<file path="src/rtl/mem_bank_scheduler_pkg.sv">
// Shared defaults, FSM encoding and small helpers for the bank scheduler slice.
package mem_bank_scheduler_pkg;

  localparam int N_CORES         = 4;
  localparam int PRI_BITS        = 2;
  localparam int LOCAL_ADDR_BITS = 8;
  localparam int ACC_LAT_DEF     = 2;
  localparam int AGE_MAX_DEF     = 7;

  typedef enum logic [1:0] {
    SCHED_IDLE = 2'd0,
    SCHED_CMD  = 2'd1,
    SCHED_BUSY = 2'd2
  } sched_state_e;

  // Index width that never collapses to zero bits.
  function automatic int idx_w(input int n);
    return (n > 1) ? $clog2(n) : 1;
  endfunction

endpackage

</file>
<file path="src/rtl/mem_bank_scheduler_if.sv">
// Request/grant and bank command bundle between the cores and one bank scheduler.
interface mem_bank_scheduler_if
  import mem_bank_scheduler_pkg::*;
#(
  parameter int N_REQ  = N_CORES,
  parameter int PRI_W  = PRI_BITS,
  parameter int ADDR_W = LOCAL_ADDR_BITS
);
  localparam int SRC_W = idx_w(N_REQ);

  logic [N_REQ-1:0]        req_vld;
  logic [N_REQ-1:0]        req_rw;
  logic [N_REQ*PRI_W-1:0]  req_pri;
  logic [N_REQ*ADDR_W-1:0] req_addr;
  logic [N_REQ-1:0]        req_gnt;
  logic [N_REQ-1:0]        req_retry;
  logic                    bank_cmd_vld;
  logic                    bank_cmd_rdy;
  logic                    bank_cmd_rw;
  logic [ADDR_W-1:0]       bank_cmd_addr;
  logic [SRC_W-1:0]        bank_cmd_src;
  logic                    sched_busy;

  modport slave (
    input  req_vld, req_rw, req_pri, req_addr, bank_cmd_rdy,
    output req_gnt, req_retry, bank_cmd_vld, bank_cmd_rw, bank_cmd_addr,
           bank_cmd_src, sched_busy
  );

  modport master (
    output req_vld, req_rw, req_pri, req_addr, bank_cmd_rdy,
    input  req_gnt, req_retry, bank_cmd_vld, bank_cmd_rw, bank_cmd_addr,
           bank_cmd_src, sched_busy
  );

endinterface

</file>
<file path="src/rtl/mem_bank_scheduler_rr_prio_picker.sv">
// Combinational picker: saturated-age class first, else highest priority,
// ties broken by the first candidate at or after the round-robin pointer.
module rr_prio_picker
  import mem_bank_scheduler_pkg::*;
#(
  parameter int N_REQ = N_CORES,
  parameter int PRI_W = PRI_BITS,
  parameter int IDX_W = idx_w(N_CORES)
) (
  input  logic [N_REQ-1:0]       i_vld,
  input  logic [N_REQ*PRI_W-1:0] i_pri,
  input  logic [N_REQ-1:0]       i_age_sat,
  input  logic [IDX_W-1:0]       i_rr_ptr,
  output logic                   o_any,
  output logic [IDX_W-1:0]       o_winner
);

  logic [PRI_W-1:0] w_max_pri;
  logic [N_REQ-1:0] w_sat_vld;
  logic [N_REQ-1:0] w_cand;
  logic             w_found;
  logic [IDX_W-1:0] w_idx;
  logic [IDX_W-1:0] w_win;

  assign w_sat_vld = i_vld & i_age_sat;
  assign o_any     = |i_vld;
  assign o_winner  = w_win;

  // Highest priority among valid requesters.
  always_comb begin
    w_max_pri = '0;
    for (int i = 0; i < N_REQ; i++) begin
      if (i_vld[i] && (i_pri[i*PRI_W +: PRI_W] > w_max_pri)) begin
        w_max_pri = i_pri[i*PRI_W +: PRI_W];
      end else begin
        w_max_pri = w_max_pri;
      end
    end
  end

  // Candidate class: starving requesters override priority entirely.
  always_comb begin
    w_cand = '0;
    for (int i = 0; i < N_REQ; i++) begin
      if (|w_sat_vld) begin
        w_cand[i] = w_sat_vld[i];
      end else begin
        w_cand[i] = i_vld[i] && (i_pri[i*PRI_W +: PRI_W] == w_max_pri);
      end
    end
  end

  // Circular scan starting at the round-robin pointer.
  always_comb begin
    w_found = 1'b0;
    w_win   = '0;
    w_idx   = i_rr_ptr;
    for (int k = 0; k < N_REQ; k++) begin
      if (!w_found && w_cand[w_idx]) begin
        w_found = 1'b1;
        w_win   = w_idx;
      end else begin
        w_found = w_found;
        w_win   = w_win;
      end
      w_idx = (w_idx == IDX_W'(N_REQ - 1)) ? '0 : w_idx + IDX_W'(1);
    end
  end

endmodule

</file>
<file path="src/rtl/mem_bank_scheduler.sv">
// Per-bank access scheduler: grants one core per bank access, retries the rest,
// and walks the bank through its command and busy phases.
module mem_bank_scheduler
  import mem_bank_scheduler_pkg::*;
#(
  parameter int N_REQ   = N_CORES,
  parameter int PRI_W   = PRI_BITS,
  parameter int ADDR_W  = LOCAL_ADDR_BITS,
  parameter int ACC_LAT = ACC_LAT_DEF,
  parameter int AGE_MAX = AGE_MAX_DEF
) (
  input logic                 clk,
  input logic                 rst,
  mem_bank_scheduler_if.slave bus
);

  localparam int IDX_W = idx_w(N_REQ);
  localparam int AGE_W = idx_w(AGE_MAX + 1);
  localparam int CNT_W = idx_w(ACC_LAT + 1);
  localparam logic [AGE_W-1:0] AGE_SAT  = AGE_W'(AGE_MAX);
  localparam logic [CNT_W-1:0] CNT_LOAD = CNT_W'(ACC_LAT);

  sched_state_e      r_state;
  sched_state_e      w_state_nxt;
  logic [CNT_W-1:0]  r_busy_cnt;
  logic [IDX_W-1:0]  r_rr_ptr;
  logic [AGE_W-1:0]  r_age [N_REQ];
  logic [N_REQ-1:0]  r_gnt;
  logic [N_REQ-1:0]  r_retry;
  logic              r_cmd_vld;
  logic              r_cmd_rw;
  logic [ADDR_W-1:0] r_cmd_addr;
  logic [IDX_W-1:0]  r_cmd_src;
  logic              r_busy;

  logic              w_any;
  logic [IDX_W-1:0]  w_winner;
  logic [N_REQ-1:0]  w_win_oh;
  logic [N_REQ-1:0]  w_age_sat;
  logic              w_fire;
  logic              w_hs;
  logic [N_REQ-1:0]  w_gnt_nxt;
  logic [N_REQ-1:0]  w_retry_nxt;
  logic              w_rw_sel;
  logic [ADDR_W-1:0] w_addr_sel;
  logic [IDX_W-1:0]  w_rr_nxt;

  rr_prio_picker #(
    .N_REQ (N_REQ),
    .PRI_W (PRI_W),
    .IDX_W (IDX_W)
  ) u_picker (
    .i_vld     (bus.req_vld),
    .i_pri     (bus.req_pri),
    .i_age_sat (w_age_sat),
    .i_rr_ptr  (r_rr_ptr),
    .o_any     (w_any),
    .o_winner  (w_winner)
  );

  assign w_win_oh = N_REQ'(1'b1) << w_winner;
  assign w_rr_nxt = (w_winner == IDX_W'(N_REQ - 1)) ? '0 : w_winner + IDX_W'(1);

  // Per-core starvation flags.
  always_comb begin
    w_age_sat = '0;
    for (int i = 0; i < N_REQ; i++) begin
      w_age_sat[i] = (r_age[i] == AGE_SAT);
    end
  end

  // Winner's rw/address mux; other cores' fields are never stored.
  always_comb begin
    w_rw_sel   = 1'b0;
    w_addr_sel = '0;
    for (int i = 0; i < N_REQ; i++) begin
      if (w_winner == IDX_W'(i)) begin
        w_rw_sel   = bus.req_rw[i];
        w_addr_sel = bus.req_addr[i*ADDR_W +: ADDR_W];
      end else begin
        w_rw_sel   = w_rw_sel;
        w_addr_sel = w_addr_sel;
      end
    end
  end

  // FSM state register.
  always_ff @(posedge clk or posedge rst) begin
    if (rst) begin
      r_state <= SCHED_IDLE;
    end else begin
      r_state <= w_state_nxt;
    end
  end

  // FSM next state plus next grant/retry vectors.
  always_comb begin
    w_state_nxt = r_state;
    w_fire      = 1'b0;
    w_hs        = 1'b0;
    w_gnt_nxt   = '0;
    w_retry_nxt = '0;
    case (r_state)
      SCHED_IDLE: begin
        w_fire = w_any;
        if (w_any) begin
          w_state_nxt = SCHED_CMD;
          w_gnt_nxt   = w_win_oh;
          w_retry_nxt = bus.req_vld & ~w_win_oh;
        end else begin
          w_state_nxt = SCHED_IDLE;
        end
      end
      SCHED_CMD: begin
        w_hs        = r_cmd_vld & bus.bank_cmd_rdy;
        w_retry_nxt = bus.req_vld;
        if (w_hs) begin
          w_state_nxt = SCHED_BUSY;
        end else begin
          w_state_nxt = SCHED_CMD;
        end
      end
      SCHED_BUSY: begin
        w_retry_nxt = bus.req_vld;
        if (r_busy_cnt <= CNT_W'(1)) begin
          w_state_nxt = SCHED_IDLE;
        end else begin
          w_state_nxt = SCHED_BUSY;
        end
      end
      default: begin
        w_state_nxt = SCHED_IDLE;
      end
    endcase
  end

  // Registered outputs, latched command, busy counter and rr pointer.
  always_ff @(posedge clk or posedge rst) begin
    if (rst) begin
      r_gnt      <= '0;
      r_retry    <= '0;
      r_busy     <= 1'b0;
      r_cmd_vld  <= 1'b0;
      r_cmd_rw   <= 1'b0;
      r_cmd_addr <= '0;
      r_cmd_src  <= '0;
      r_rr_ptr   <= '0;
      r_busy_cnt <= '0;
    end else begin
      r_gnt   <= w_gnt_nxt;
      r_retry <= w_retry_nxt;
      r_busy  <= (w_state_nxt != SCHED_IDLE);
      if (w_fire) begin
        r_cmd_vld  <= 1'b1;
        r_cmd_rw   <= w_rw_sel;
        r_cmd_addr <= w_addr_sel;
        r_cmd_src  <= w_winner;
        r_rr_ptr   <= w_rr_nxt;
      end else if (w_hs) begin
        r_cmd_vld <= 1'b0;
      end
      if (w_hs) begin
        r_busy_cnt <= CNT_LOAD;
      end else if ((r_state == SCHED_BUSY) && (r_busy_cnt != '0)) begin
        r_busy_cnt <= r_busy_cnt - CNT_W'(1);
      end
    end
  end

  // Ages grow while a core keeps being retried; a grant or dropped valid clears it.
  always_ff @(posedge clk or posedge rst) begin
    if (rst) begin
      for (int i = 0; i < N_REQ; i++) begin
        r_age[i] <= '0;
      end
    end else begin
      for (int i = 0; i < N_REQ; i++) begin
        if (bus.req_vld[i] && !w_gnt_nxt[i]) begin
          r_age[i] <= (r_age[i] == AGE_SAT) ? r_age[i] : r_age[i] + AGE_W'(1);
        end else begin
          r_age[i] <= '0;
        end
      end
    end
  end

  assign bus.req_gnt       = r_gnt;
  assign bus.req_retry     = r_retry;
  assign bus.bank_cmd_vld  = r_cmd_vld;
  assign bus.bank_cmd_rw   = r_cmd_rw;
  assign bus.bank_cmd_addr = r_cmd_addr;
  assign bus.bank_cmd_src  = r_cmd_src;
  assign bus.sched_busy    = r_busy;

endmodule
</file>
<file path="src/flat_wrapper.sv">
// flat-port wrapper written by rule: the top's interface ports become plain ports
module mem_bank_scheduler_flat import mem_bank_scheduler_pkg::*;
#(
  parameter int N_REQ   = N_CORES,
  parameter int PRI_W   = PRI_BITS,
  parameter int ADDR_W  = LOCAL_ADDR_BITS,
  parameter int ACC_LAT = ACC_LAT_DEF,
  parameter int AGE_MAX = AGE_MAX_DEF
)
  (clk, rst, bus_req_vld, bus_req_rw, bus_req_pri, bus_req_addr, bus_bank_cmd_rdy, bus_req_gnt, bus_req_retry, bus_bank_cmd_vld, bus_bank_cmd_rw, bus_bank_cmd_addr, bus_bank_cmd_src, bus_sched_busy);
  mem_bank_scheduler_if #(.N_REQ(N_REQ), .PRI_W(PRI_W), .ADDR_W(ADDR_W)) bus_i ();
  input logic clk;
  input logic rst;
  input wire logic [$bits(bus_i.req_vld)-1:0] bus_req_vld;
  input wire logic [$bits(bus_i.req_rw)-1:0] bus_req_rw;
  input wire logic [$bits(bus_i.req_pri)-1:0] bus_req_pri;
  input wire logic [$bits(bus_i.req_addr)-1:0] bus_req_addr;
  input wire logic [$bits(bus_i.bank_cmd_rdy)-1:0] bus_bank_cmd_rdy;
  output wire logic [$bits(bus_i.req_gnt)-1:0] bus_req_gnt;
  output wire logic [$bits(bus_i.req_retry)-1:0] bus_req_retry;
  output wire logic [$bits(bus_i.bank_cmd_vld)-1:0] bus_bank_cmd_vld;
  output wire logic [$bits(bus_i.bank_cmd_rw)-1:0] bus_bank_cmd_rw;
  output wire logic [$bits(bus_i.bank_cmd_addr)-1:0] bus_bank_cmd_addr;
  output wire logic [$bits(bus_i.bank_cmd_src)-1:0] bus_bank_cmd_src;
  output wire logic [$bits(bus_i.sched_busy)-1:0] bus_sched_busy;
  assign bus_i.req_vld = bus_req_vld;
  assign bus_i.req_rw = bus_req_rw;
  assign bus_i.req_pri = bus_req_pri;
  assign bus_i.req_addr = bus_req_addr;
  assign bus_i.bank_cmd_rdy = bus_bank_cmd_rdy;
  assign bus_req_gnt = bus_i.req_gnt;
  assign bus_req_retry = bus_i.req_retry;
  assign bus_bank_cmd_vld = bus_i.bank_cmd_vld;
  assign bus_bank_cmd_rw = bus_i.bank_cmd_rw;
  assign bus_bank_cmd_addr = bus_i.bank_cmd_addr;
  assign bus_bank_cmd_src = bus_i.bank_cmd_src;
  assign bus_sched_busy = bus_i.sched_busy;
  mem_bank_scheduler #(.N_REQ(N_REQ), .PRI_W(PRI_W), .ADDR_W(ADDR_W), .ACC_LAT(ACC_LAT), .AGE_MAX(AGE_MAX)) u_core (.clk(clk), .rst(rst), .bus(bus_i));
endmodule
</file>
<file path="config.mk">
export PLATFORM = sky130hd
export DESIGN_NAME = mem_bank_scheduler_flat
export DESIGN_NICKNAME = d
export VERILOG_FILES = /design/src/rtl/mem_bank_scheduler_pkg.sv /design/src/rtl/mem_bank_scheduler_if.sv /design/src/rtl/mem_bank_scheduler_rr_prio_picker.sv /design/src/rtl/mem_bank_scheduler.sv /design/src/flat_wrapper.sv
export SDC_FILE = /design/constraint.sdc
export NUM_CORES = 1
export LEC_CHECK = 0
export CAP_MARGIN = 20
export CORE_AREA = 5 5 90 92
export DETAILED_ROUTE_END_ITERATION = 8
export DIE_AREA = 0 0 95 97
export PLACE_DENSITY_LB_ADDON = 0.15
export SETUP_SLACK_MARGIN = 0.02
export SLEW_MARGIN = 10
export SYNTH_ARGS = -nofsm -noshare
export SYNTH_HDL_FRONTEND = slang
export SYNTH_SLANG_ARGS = --single-unit
</file>
<file path="constraint.sdc">
create_clock -name clk -period 4.7 [get_ports clk]
set_clock_uncertainty 0.1 [all_clocks]
set_input_delay 0.94 -clock clk [delete_from_list [all_inputs] [get_ports clk]]
set_output_delay 0.94 -clock clk [all_outputs]
set_load 0.05 [all_outputs]
</file>
After elaboration in Yosys (flattened, before gate mapping) --
Index checks and enable logic that the tools add are counted.
Operators by class: eq/ne operators 20, bitwise gates (word level) 4, reductions and logical operators 32, mux-type cells 57, add/sub/neg operators 9, shift-type cells 1, magnitude comparators 9
Operator list (count):
- $mux W2 | 16
- $mux W8 | 4
- $mux W3 | 8
- $mux W1 | 20
- $logic_and A1 B1 Y1 | 16
- $add A3 B1 Y3 const B | 4
- $eq A2 B2 Y1 const B | 6
- $eq A3 B3 Y1 const B | 4
- $lt A2 B3 Y1 const B | 4
- $mux W4 | 3
- $add A2 B1 Y2 const B | 4
- $and A4 B4 Y4 | 2
- $bmux W1 S2 | 4
- $eq A2 B2 Y1 | 4
- $ne A2 B2 Y1 const B | 4
- $pmux W4 S2 | 1
- $reduce_bool A2 Y1 | 4
- $reduce_or A4 Y1 | 2
- $logic_not A1 Y1 | 7
- $gt A2 B2 Y1 | 3
- $pmux W2 S3 | 1
- $eq A2 B1 Y1 const B | 2
- $logic_not A2 Y1 | 2
- $not A4 Y4 | 1
- 6 further kinds | 6
Word-level totals: output and inout port bits 21, bits in registers 39, word-level logic and storage cells 146

Longest topological paths before layout --
word-level depth 33, mapped depth 32, depth with buffers taken out 31

Cells and area by module --
From an unflattened synthesis, not the netlist that was laid out.
Second synthesis, totals: cells, all modules 292, area total of the unflattened synthesis 2890.3 um2
Modules (own cells, without submodules):
- mem_bank_scheduler | seq. area each 975.9 um2, times used 1, area each 2164.6 um2, cells an instance 197
- rr_prio_picker | seq. area each 0.0 um2, times used 1, area each 725.7 um2, cells an instance 95

Worst setup path before layout --
OpenSTA, ideal clock, no wires.
path kind input -> register, start input bus_req_vld[0], end register u_core.r_cmd_addr[1], in the netlist u_core.bus.bank_cmd_addr[1], required time 4465 ps, data arrival time 6356 ps, setup slack -1890 ps, stages on the path 32, buffers on the path 3, cell sequence buf_4 nand2_1 inv_1 ha_1 a21boi_2 o21a_4 o21a_1 inv_1 ha_1 a21boi_1 o21ai_1 o211a_1 or2_2 ha_1 nor2b_1 o211ai_4 nor2_1 a311o_1 a221oi_2 o21ai_2 a2111o_1 a32o_2 mux2i_1 o21bai_1 ha_1 clkbuf_1 inv_1 clkbuf_1 o21ai_0 nor2_1 a21oi_1 o21ai_0
On the way: longest elaborated chain between the ends 31, elaborated cells between the ends (all ways) 56, those cells by class 3 x order compare; 7 x eq/ne; 28 x mux; 1 x bitwise; 17 x reduce/logical
RTL lines:
- start, declared | RTL line flat_wrapper.sv:14 | input wire logic [$bits(bus_i.req_vld)-1:0] bus_req_vld;
- $logic_and A1 B1 Y1 | RTL line mem_bank_scheduler_rr_prio_picker.sv:33 | if (i_vld[i] && (i_pri[i*PRI_W +: PRI_W] > w_max_pri)) begin
- $mux W2 | RTL line mem_bank_scheduler_rr_prio_picker.sv:33
- $gt A2 B2 Y1 | RTL line mem_bank_scheduler_rr_prio_picker.sv:33
- $logic_and A1 B1 Y1 | RTL line mem_bank_scheduler_rr_prio_picker.sv:33
- $mux W2 | RTL line mem_bank_scheduler_rr_prio_picker.sv:33
- $gt A2 B2 Y1 | RTL line mem_bank_scheduler_rr_prio_picker.sv:33
- $logic_and A1 B1 Y1 | RTL line mem_bank_scheduler_rr_prio_picker.sv:33
- $mux W2 | RTL line mem_bank_scheduler_rr_prio_picker.sv:33
- [12 not listed]
- $logic_not A1 Y1 | RTL line mem_bank_scheduler_rr_prio_picker.sv:59 | if (!w_found && w_cand[w_idx]) begin
- $logic_and A1 B1 Y1 | RTL line mem_bank_scheduler_rr_prio_picker.sv:59
- $mux W1 | RTL line mem_bank_scheduler_rr_prio_picker.sv:59
- $logic_not A1 Y1 | RTL line mem_bank_scheduler_rr_prio_picker.sv:59
- $logic_and A1 B1 Y1 | RTL line mem_bank_scheduler_rr_prio_picker.sv:59
- $mux W2 | RTL line mem_bank_scheduler_rr_prio_picker.sv:59
- $logic_not A2 Y1 | RTL line mem_bank_scheduler.sv:77 | if (w_winner == IDX_W'(i)) begin
- $mux W8 (4 in series) | RTL line mem_bank_scheduler.sv:77
- end signal, assigned | RTL line mem_bank_scheduler.sv:156 | r_cmd_addr <= w_addr_sel;
- end, declared | RTL line mem_bank_scheduler.sv:32 | logic [ADDR_W-1:0] r_cmd_addr;
Several ways; a longest one is shown, not always the timed one. The select of a mux whose other input is x is not followed. A chain may end at the register's enable or synchronous reset.

Worst setup path in the final report --
start input bus_req_vld[0], end register u_core.r_cmd_addr[5], in the netlist u_core.bus.bank_cmd_addr[5]
On the way: longest elaborated chain between the ends 31, elaborated cells between the ends (all ways) 56, those cells by class 3 x order compare; 7 x eq/ne; 28 x mux; 1 x bitwise; 17 x reduce/logical
RTL lines:
- $logic_and A1 B1 Y1 | RTL line mem_bank_scheduler_rr_prio_picker.sv:33
- $mux W2 | RTL line mem_bank_scheduler_rr_prio_picker.sv:33
- $gt A2 B2 Y1 | RTL line mem_bank_scheduler_rr_prio_picker.sv:33
- $logic_and A1 B1 Y1 | RTL line mem_bank_scheduler_rr_prio_picker.sv:33
- $mux W2 | RTL line mem_bank_scheduler_rr_prio_picker.sv:33
- $gt A2 B2 Y1 | RTL line mem_bank_scheduler_rr_prio_picker.sv:33
- $logic_and A1 B1 Y1 | RTL line mem_bank_scheduler_rr_prio_picker.sv:33
- $mux W2 | RTL line mem_bank_scheduler_rr_prio_picker.sv:33
- [14 not listed]
- $mux W1 | RTL line mem_bank_scheduler_rr_prio_picker.sv:59
- $logic_not A1 Y1 | RTL line mem_bank_scheduler_rr_prio_picker.sv:59
- $logic_and A1 B1 Y1 | RTL line mem_bank_scheduler_rr_prio_picker.sv:59
- $mux W2 * | RTL line mem_bank_scheduler_rr_prio_picker.sv:59
- net u_core.u_picker.o_winner[0] | RTL line mem_bank_scheduler_rr_prio_picker.sv:15 | output logic [IDX_W-1:0] o_winner
- $logic_not A2 Y1 | RTL line mem_bank_scheduler.sv:77
- $mux W8 (3 in series) | RTL line mem_bank_scheduler.sv:77
- $mux W8 * | RTL line mem_bank_scheduler.sv:77
The timed path passes the listed nets; every way through them passes the cells marked *. The select of a mux whose other input is x is not followed.

==> results list <==
* Delay of the slowest critical-path stage: 0.35 ns
- The floorplan step set the die width to 95 µm.
* Critical path startpoint: bus_req_vld[0]
- During synthesis, Yosys emitted a total of 0 warnings.
- After legalization and detailed placement, the total HPWL measured between 6000 and 7000 µm.
* Period Utilization, post-route: 1.32
- Via count of the first global-routing pass: 2965
* Starting density of the core: 0.392
* Slowest stage cell, crit path: a221o_1
* Predominant post-synthesis flop cell: dfrtp_1
* Cells taking the most area after synthesis: dfrtp_1 35%, ha_1 11%, nor2_1 5.2%
* Total die area: 9220 µm²
* Diode count: 0
* Vias: about 2800
- Number of antenna violations at the first check in global routing: 0
* Most common cell after layout, fill and taps aside: clkdlybuf4s50_1
- Startpoint of the worst register-to-register path: u_core.r_age[3]$_DFFE_PP0P_
- Type of the setup path with the least slack: input port to register
* Post-Synthesis Mean Instance Area: 8.95 µm²
- Counting flops with a built-in enable in the synthesized netlist gives 0.
* Cell mode on critical path: ha_4
- The path class of the tightest hold or removal check is register to register.
- CTS sink cnt: 39
- TritonCTS Buffers: 5
- The checks that failed: setup timing.
- Static Leakage: 2.06 nW
* Final hold viol count: 0
- Clock root buffer: clkbuf_8
* First-pass GRT wire length: 13700 µm
* Crit start category: input port
- VDD IR max: ~420 µV
- Number of cells on the worst reg-to-reg path: 19
* Unrepaired setup endpoints after global routing: yes
* Status: finished with violations
- Async set-reset flop share out of synthesis: 1.00
- TritonCTS clock tree: yes
- Once layout is complete, the utilization of the core stands at 0.653.
- Max Slew Vio Count: 0
* Setup crit end: u_core.bus.bank_cmd_addr[5]$_DFFE_PP0P_
* Antenna Violating Nets Remaining: 0
- # hold bufs at CTS: 0
- Across the run, the number of max-cap violations was 0.
- Fraction of layout cells with a size suffix above 1: 0.328
- For the worst-skew pair, the clock arrives at the later sink with an insertion delay of 0.29 ns.
* IO Count: just over 70
- After clock tree synthesis, the clock-pin slew on the worst setup and hold paths is 0.07 ns.
- Transition time at the pin with the least slew margin: 1.27 ns
- Violation count after the first detailed-routing iteration: 133
- Top library cells by usage in the layout, fill and taps aside: 65 x clkdlybuf4s50_1, 63 x buf_4, 39 x dfrtp_1
* Core Box Area: roughly 7100 µm²
* Clock buffer depth: 2
- Input/output buffers: 71
* Post-Syn Instances: between 300 and 400
* Sequential share of the synthesized area: 0.349
- Die height: 97 µm
- Mapped Nets: 389
- Aggregate global routing overflow: 0
* CTS H-Tree Depth: 2
- Total Routing Usage GR: 0.185
- For this run, the top clock speed supported by timing is 162 MHz.
- Pin count of the biggest net entering global routing: 23
- The initialized floorplan defines 31 standard-cell rows.
- Area Growth Syn to Fin: 66.5%
- Number of setup violations in the final report: 33
- Measured against its own limit, the worst slew margin works out to 0.147.
- In this run the power density over the cells is 682 nW/µm².
* Area of the mapped netlist: around 2800 µm²
- STA classifies the critical path endpoint as a register.
- Counting I/O delays and the setup requirement, the final critical path takes 6.19 ns.
- Once routing completed, OpenROAD measured the worst setup slack at -1.49 ns.
* Total Nets Final: 527
- Register-to-register path setup slack: 0.22 ns
- The first detailed-routing pass took 4 iterations.
- Summed over all layers, the routed wires come to 8420 µm.
- Worst reg2reg path endpoint: u_core.bus.bank_cmd_addr[5]$_DFFE_PP0P_
* Final routed wire length divided by cell count: 15.3 µm
- Final GP Congestion: 0.812
- Synth top area share: 0.349
* Via density per instance: just over 5
* Worst-case setup slack after placement: -2.27 ns
- Required time of the critical path: 4.77 ns
- Flip-flop and latch count after synthesis: 39
* Critical path fanouts, max: 7
- Crit path DAT: 6.26 ns
- Of all cell types, the one taking the most synthesized area is dfrtp_1.
* Library cells used by synthesis: 59
- Detailed-route DRC error count: 0
worst min path at each step:
stage	startpoint	endpoint	slack, ns	cells after the start
2_1_floorplan	u_core.r_age[10]$_DFFE_PP0P_	u_core.r_age[10]$_DFFE_PP0P_	0.39	2
3_3_place_gp	u_core.bus.bank_cmd_addr[1]$_DFFE_PP0P_	u_core.bus.bank_cmd_addr[1]$_DFFE_PP0P_	0.36	2
3_5_place_dp	u_core.bus.bank_cmd_addr[0]$_DFFE_PP0P_	u_core.bus.bank_cmd_addr[0]$_DFFE_PP0P_	0.37	2
4_1_cts	u_core.bus.bank_cmd_addr[1]$_DFFE_PP0P_	u_core.bus.bank_cmd_addr[1]$_DFFE_PP0P_	0.39	2
5_1_grt	u_core.bus.bank_cmd_addr[0]$_DFFE_PP0P_	u_core.bus.bank_cmd_addr[0]$_DFFE_PP0P_	0.41	2
6_report	u_core.bus.bank_cmd_addr[0]$_DFFE_PP0P_	u_core.bus.bank_cmd_addr[0]$_DFFE_PP0P_	0.39	2
per-stage QoR:
step | instances | power (mW) | area [µm²] | hold slack, ns | setup TNS [ns]
floorplan | 313 | 1.92 | 2930 | 0.393 | -35.32
global placement | 522 | 2.49 | 4070 | 0.361 | -59.99
detailed placement | 523 | 2.53 | 4100 | 0.369 | -64.02
CTS | 542 | 3.00 | 4440 | 0.385 | -38.78
global route | 550 | 3.44 | 4660 | 0.409 | -50.73
finish | 550 | 3.18 | 4660 | 0.388 | -39.33
kinds of logic after synthesis:
group	after synthesis	synth area share
DFF	39	0.349
and+or+nand+nor	92	0.148
AOI/OAI and AO/OA	104	0.267
muxes	13	0.0478
xor gates and xnor gates	9	0.0282
adders and majority gates	25	0.112
buffers and inverters	31	0.0487
synthesized netlist by cell type, types with 3 or more instances:
master	n
o211ai_1	7
a221o_1	9
mux2_2	3
nor3_1	4
and2_1	3
dfrtp_1	39
ha_1	25
nand2_1	25
a21oi_1	23
xor2_1	7
nor2_1	39
clkbuf_1	9
nor3b_1	5
inv_1	17
o21ai_0	28
mux2i_1	10
and3_1	3
o21a_1	3
nor2b_1	3
nand3_1	3
registers in the layout, indices dropped and copies added, names as in the netlist:
register,flops
u_core.bus.bank_cmd_vld,1
u_core.bus.bank_cmd_rw,1
u_core.r_state,2
u_core.r_age,12
u_core.bus.req_gnt,4
u_core.bus.sched_busy,1
u_core.r_rr_ptr,2
u_core.bus.bank_cmd_src,2
u_core.bus.bank_cmd_addr,8
u_core.bus.req_retry,4
u_core.r_busy_cnt,2
critical path, delay by kind of cell:
kind | cells | cell delay [ns]
AOI/OAI and AO/OA | 16 | 2.85
adders and majority gates | 4 | 0.93
and+or+nand+nor | 6 | 0.80
buffers and inverters | 5 | 0.55
muxes | 1 | 0.20
where the power goes:
part           leakage, nW  internal [mW]  switching (mW)  total (mW)
Clock               0.0440          0.102           0.120       0.221
Sequential           0.496          0.482          0.0883       0.571
Combinational         1.52           1.11            1.28        2.39
layout make-up:
type,count,area [µm²]
Sequential cell,39,976
Inverter,17,78.8
Clock buffer,5,68.8
Fill cell,608,2470
Multi-Input combinational cell,244,2050
Timing Repair Buffer,144,1360
Clock inverter,2,13.8
Tap cell,99,124
repair_timing:
action	in CTS	in global routing
setup buffers	10	7
endpoints found under the hold margin	0	0
cloned	2	1
setup endpoints to repair	33	33
pin swaps	28	29
resized for setup	57	31
metal layers:
metal  global-route usage  vias to the layer above  wire, µm
li1                     -                     1416         -
met1                0.229                     1322      3530
met2                0.305                       89      4170
met3               0.0551                       10       607
met4               0.0566                        0       116
met5                    0                        -         0
Note: power is estimated with default switching activity, not from simulation.
